## src/rtl/dmux_pkg.sv

```systemverilog
// Shared constants for the stream demultiplexer: default sizes, error counter
// width and a constant clog2 helper usable in parameter expressions.
package dmux_pkg;

    localparam int DEFAULT_WIDTH    = 8;
    localparam int DEFAULT_CHANNELS = 4;
    localparam int ERR_W            = 8;

    function automatic int clog2(input int value);
        int result;
        result = 0;
        for (int i = 0; i < 32; i++) begin
            if ((1 << result) < value) begin
                result = result + 1;
            end
        end
        return result;
    endfunction

endpackage

```

## src/rtl/dmux_slot.sv

```systemverilog
// One-entry output register for a single channel: loads a word, holds it while
// the consumer stalls and releases it on a valid/ready handshake.
module dmux_slot #(
    parameter int WIDTH = 8
) (
    input  logic             clk,
    input  logic             reset,
    input  logic             load,
    input  logic [WIDTH-1:0] in,
    input  logic             ready,
    output logic [WIDTH-1:0] data,
    output logic             valid
);

    // A load wins over a drain so a same-cycle drain+load keeps valid high.
    always_ff @(posedge clk) begin
        if (reset) begin
            data  <= '0;
            valid <= 1'b0;
        end else if (load) begin
            data  <= in;
            valid <= 1'b1;
        end else if (valid && ready) begin
            valid <= 1'b0;
        end
    end

endmodule

```

## src/rtl/dmux_stream.sv

```systemverilog
// Valid/ready stream demultiplexer: routes each accepted word to the channel
// named by sel, drops out-of-range selects and counts them.
module dmux_stream
    import dmux_pkg::*;
#(
    parameter int WIDTH    = DEFAULT_WIDTH,
    parameter int CHANNELS = DEFAULT_CHANNELS,
    localparam int SEL_W   = (clog2(CHANNELS) < 1) ? 1 : clog2(CHANNELS)
) (
    input  logic                    clk,
    input  logic                    reset,
    input  logic [WIDTH-1:0]        in,
    input  logic [SEL_W-1:0]        sel,
    input  logic                    in_valid,
    output logic                    in_ready,
    output logic [CHANNELS*WIDTH-1:0] out_data,
    output logic [CHANNELS-1:0]     out_valid,
    input  logic [CHANNELS-1:0]     out_ready,
    output logic                    err,
    output logic [ERR_W-1:0]        err_count
);

    logic [CHANNELS-1:0] hit;
    logic [CHANNELS-1:0] load;
    logic                sel_valid;
    logic                accept;
    logic                drop;

    // Only the addressed channel can stall the input; an unmatched select is
    // always accepted so it can be dropped and counted.
    always_comb begin
        hit = '0;
        for (int k = 0; k < CHANNELS; k++) begin
            hit[k] = (sel == SEL_W'(k));
        end
        sel_valid = |hit;
        in_ready  = !sel_valid || (|(hit & (~out_valid | out_ready)));
        accept    = in_valid && in_ready;
        load      = accept ? hit : '0;
        drop      = accept && !sel_valid;
    end

    for (genvar k = 0; k < CHANNELS; k++) begin : g_slot
        dmux_slot #(
            .WIDTH(WIDTH)
        ) u_slot (
            .clk   (clk),
            .reset (reset),
            .load  (load[k]),
            .in    (in),
            .ready (out_ready[k]),
            .data  (out_data[k*WIDTH +: WIDTH]),
            .valid (out_valid[k])
        );
    end

    always_ff @(posedge clk) begin
        if (reset) begin
            err       <= 1'b0;
            err_count <= '0;
        end else if (drop) begin
            err <= 1'b1;
            if (err_count != {ERR_W{1'b1}}) begin
                err_count <= err_count + 1'b1;
            end
        end
    end

endmodule

```

## config.mk

```make
export PLATFORM = sky130hd
export DESIGN_NAME = dmux_stream
export DESIGN_NICKNAME = d
export VERILOG_FILES = /design/src/rtl/dmux_pkg.sv /design/src/rtl/dmux_slot.sv /design/src/rtl/dmux_stream.sv
export SDC_FILE = /design/constraint.sdc
export NUM_CORES = 1
export LEC_CHECK = 0
export CAP_MARGIN = 20
export CORE_ASPECT_RATIO = 1.4
export CORE_MARGIN = 1
export CORE_UTILIZATION = 46
export DETAILED_ROUTE_END_ITERATION = 6
export PLACE_DENSITY = 0.95
export REMOVE_ABC_BUFFERS = 1
export SLEW_MARGIN = 15
export SYNTH_ARGS = -nofsm -noshare
export SYNTH_HDL_FRONTEND = slang
export SYNTH_HIERARCHICAL = 1
export SYNTH_SLANG_ARGS = --single-unit
```

## constraint.sdc

```tcl
create_clock -name clk -period 2.6 [get_ports clk]
set_input_delay 0.39 -clock clk [delete_from_list [all_inputs] [get_ports clk]]
set_output_delay 0.39 -clock clk [all_outputs]
set_load 0.02 [all_outputs]
```

==> results.md <==
Clocking:
- The tree is rooted in a sky130_fd_sc_hd__clkbuf_8.
- The clock net sink count is 45.
- Buffers inserted during clock tree synthesis total 5.
- The clock input transition at the sequential cells of the worst setup and hold paths is ~70 ps.
- TritonCTS built the clock tree.
- The number of buffers inserted by post-CTS setup repair is 0.
- The maximum clock insertion buffer count is 2.
- The H-tree was split into 2 levels.
- Buffers inserted to repair hold after CTS numbered 0.
- The number of gates resized after CTS is 0.
- The later-pin clock latency in the skew report is roughly 290 ps.

Critical path:
- The worst setup path is captured at a primary output.
- The worst register-to-register path has a setup slack of 1170 ps.
- The highest cell delay on the worst timing path is around 600 ps.
- Among all stages on the critical path, the largest delay is contributed by sky130_fd_sc_hd__clkdlybuf4s50_1.
- For the worst setup path, the data required time is ~2200 ps.
- The worst setup path is launched from a primary input.
- The beginning of the critical path is sel[0].
- The most numerous cell on the critical path is sky130_fd_sc_hd__clkdlybuf4s50_1.
- The worst-path maximum fanout is 5.
- The critical path contains buffers and inverters numbering 2 combined.
- The critical path is of the in -> out type.
- The worst path arrival time is ~2100 ps.
- The signal on the critical path passes through clkdlybuf4s50_1, mux4_2, clkdlybuf4s50_1.
- Broken down by cell family, the worst path's largest delay share belongs to buffers and inverters.
- The worst register-to-register path begins at g_slot[2].u_slot/valid$_SDFFE_PP0P_.

Route:
- The number of DRC violations after detailed-routing iteration 0 is 17.
- The number of iterations in the first detailed-routing pass is 4.
- The vias per cell is 4.83.
- The overall via count from detail_route is between 1000 and 1500.
- The average wire per cell in the routed design is 13.5 um.
- The total detailed-routing wirelength is 3420 um.
- The detail route stage leaves a number of antenna-violating nets equal to 0.
- In the routed design, unresolved DRC markers number 0.

Yosys:
- The synthesized design spends more area on one cell type than any other, namely sky130_fd_sc_hd__dfxtp_1.
- The number of library cell types mapped by synthesis is 14.
- After synthesis the netlist holds a flip-flop and latch count of 45.
- The per-instance average area after synthesis is 11.1 um^2.
- For this run, the number of Yosys warnings is 6.
- The share of the synthesized netlist area taken by xor and xnor gates is 0.
- Of the total synthesized cell area, the portion taken by full adders, half adders and majority gates is 0.
- The synthesized-area fraction occupied by and/or/nand/nor cells is 0.173.
- Synthesis handed over a netlist of between 100 and 150 instances.
- The complex-gate fraction of the synthesized area is 0.0123.
- Of the post-synthesis cell area, the part taken by muxes is 0.211.
- The area share of the leading cell type in the synthesized netlist is 0.554.
- Sorting the synthesized cells by area gives the leading types as sky130_fd_sc_hd__dfxtp_1, sky130_fd_sc_hd__mux2i_1, sky130_fd_sc_hd__nor2_1.
- The dominant combinational cell family by area after synthesis is multiplexers.
- The sequential cell area fraction in the yosys report is 0.554.
- The total standard cell area after synthesis is roughly 1600 um^2.

Job:
- The max-cap violation count is 0.

Global routing:
- Across every metal layer, demand over resource in global routing totals 0.195.
- The global-route wire length before repair is between 5000 and 6000 um.
- Entering global routing, the biggest net connects 24 pins.
- The number of global-route vias before repair is ~1200.
- The total overflow left after global routing is 0.
- The number of antenna violations at the first check in global routing is 0.

STA:
- The count of endpoints failing hold in the final timing report is 0.
- For the final routed database, the setup TNS stands at 0 ps.
- The time the worst path needs with I/O delays and setup is ~2500 ps.
- The transition time at the pin with the least slew margin is between 500 and 600 ps.
- The number of slew-limit violations in the final report is 0.
- The top achievable clock speed is roughly 400 MHz.
- The max-slew headroom at the worst pin is 0.612.
- The count of endpoints failing setup in the final report is 0.
- The share of the clock period used by the worst path after layout is 0.951.
- Across the routed clock network, the largest skew measured is ~7.8 ps.
- Setup repair after global routing left no endpoint under its margin.

Layout:
- Leaving out fill and tap cells, the most frequent cells in the layout are sky130_fd_sc_hd__clkdlybuf4s50_1, sky130_fd_sc_hd__dfxtp_1, sky130_fd_sc_hd__mux2i_1, sky130_fd_sc_hd__nor2_1, sky130_fd_sc_hd__nor2b_1.
- Relative to the synthesized area, the layout overhead comes to 45.1%.
- The cell area after layout is roughly 2400 um^2.
- In the final layout, the share of cells above drive strength 1 is 0.0751.
- The commonest non-fill, non-tap cell in the layout is sky130_fd_sc_hd__clkdlybuf4s50_1.
- The final layout contains ~230 nets.
- The number of antenna diodes in the final layout is 0.

Power:
- The part of the total power dissipated in sequential elements is 0.561.
- The leakage power figure is between 0.8 and 0.9 nW.
- The total net switching power is around 0.30 mW.
- The areal power density over the cells is approximately 540 nW/um^2.
- The power share of the combinational group is 0.127.
- The switching power as a share of total power is 0.236.
- The internal portion of the total power is between 0.9 and 1 mW.
- The worst ir drop on vdd is roughly 500 uV.
- The clock share of power is 0.312.

Outcome:
- The flow ran to the end, and the final reports show no timing, DRC or antenna violations.

Floorplanning:
- From bottom edge to top edge, the die measures around 72 um.
- The core region is between 3000 and 4000 um^2.
- The floorplan step defined a die boundary enclosing 3780 um^2.
- The horizontal extent of the die is approximately 52 um.
- The number of I/O pins is 63.
- The total number of placement rows is 25.
- The initial cell density of the core is 0.481.

Place:
- The number of port buffers is between 60 and 70.
- The half-perimeter wire length after detailed placement is about 2400 um.
- The placer's final routability congestion estimate is 0.661.
- The standard cell area after detailed placement is approximately 2300 um^2.

Min path:
- The tightest min-delay check is of the reg -> reg type.
- In this run the most critical hold path is launched from err_count[7]$_SDFFE_PP0P_.
-- cell usage after synthesis, drive strengths merged --
master,n
mux2i,32
and4b,2
a21oi,4
inv,4
clkbuf,4
nand2b,8
mux4,1
nor2b,9
buf,4
nor4bb,1
dfxtp,45
and4,1
nor2,32
-- state kept, by name (all words and copies together), names as in the netlist --
signal / count
err: 1
err_count: 8
g_slot.u_slot/data: 32
g_slot.u_slot/valid: 4
-- cell families after synthesis --
group,count (synthesis)
AO/OA/AOI/OAI,4
buffers and inverters,12
flip-flops,45
AND/OR/NAND/NOR,53
multiplexers,33
-- routing by layer --
layer,global-route usage,vias up,wire [um]
met4,0.0789,0,47
met3,0.0713,5,238
met1,0.216,566,1400
li1,-,611,-
met5,0,-,0
met2,0.332,41,1730
-- final timing paths --
check        cells past startpoint                                     to
max                              3                               in_ready
min                              1              err_count[7]$_SDFFE_PP0P_
max reg2reg                      4  g_slot[2].u_slot/data[6]$_SDFFE_PP0P_
min reg2reg                      1              err_count[7]$_SDFFE_PP0P_
-- stage by stage --
stage / std cells / setup slack [ps] / hold WS, ps / power, mW / util
floorplan: 139 / 440 / 459 / 0.804 / -
global placement: 245 / 173 / 452 / 0.895 / 0.674
detailed placement: 245 / 130 / 459 / 0.898 / 0.674
CTS: 253 / 130 / 472 / 1.30 / 0.698
global route: 253 / 79.9 / 480 / 1.34 / 0.698
finish: 253 / 127 / 467 / 1.28 / 0.698
-- cell type report --
type                       count  area, um^2
clock inverter                 2        10.0
tap                           40        50.0
clock buffer                   6        72.6
inverter                       4        15.0
timing repair buffer          66         651
sequential                    45         901
fill                         251        1020
multi-input combinational     90         659
-- power groups by stage --
stage	combinational (mW)	sequential, mW	clock (mW)
after global routing	0.176	0.721	0.448
final	0.163	0.719	0.400
after global placement	0.161	0.734	0
after detailed placement	0.163	0.735	0
after CTS	0.164	0.719	0.419
after floorplan	0.0459	0.758	0
Power figures use the tool's default switching activity.
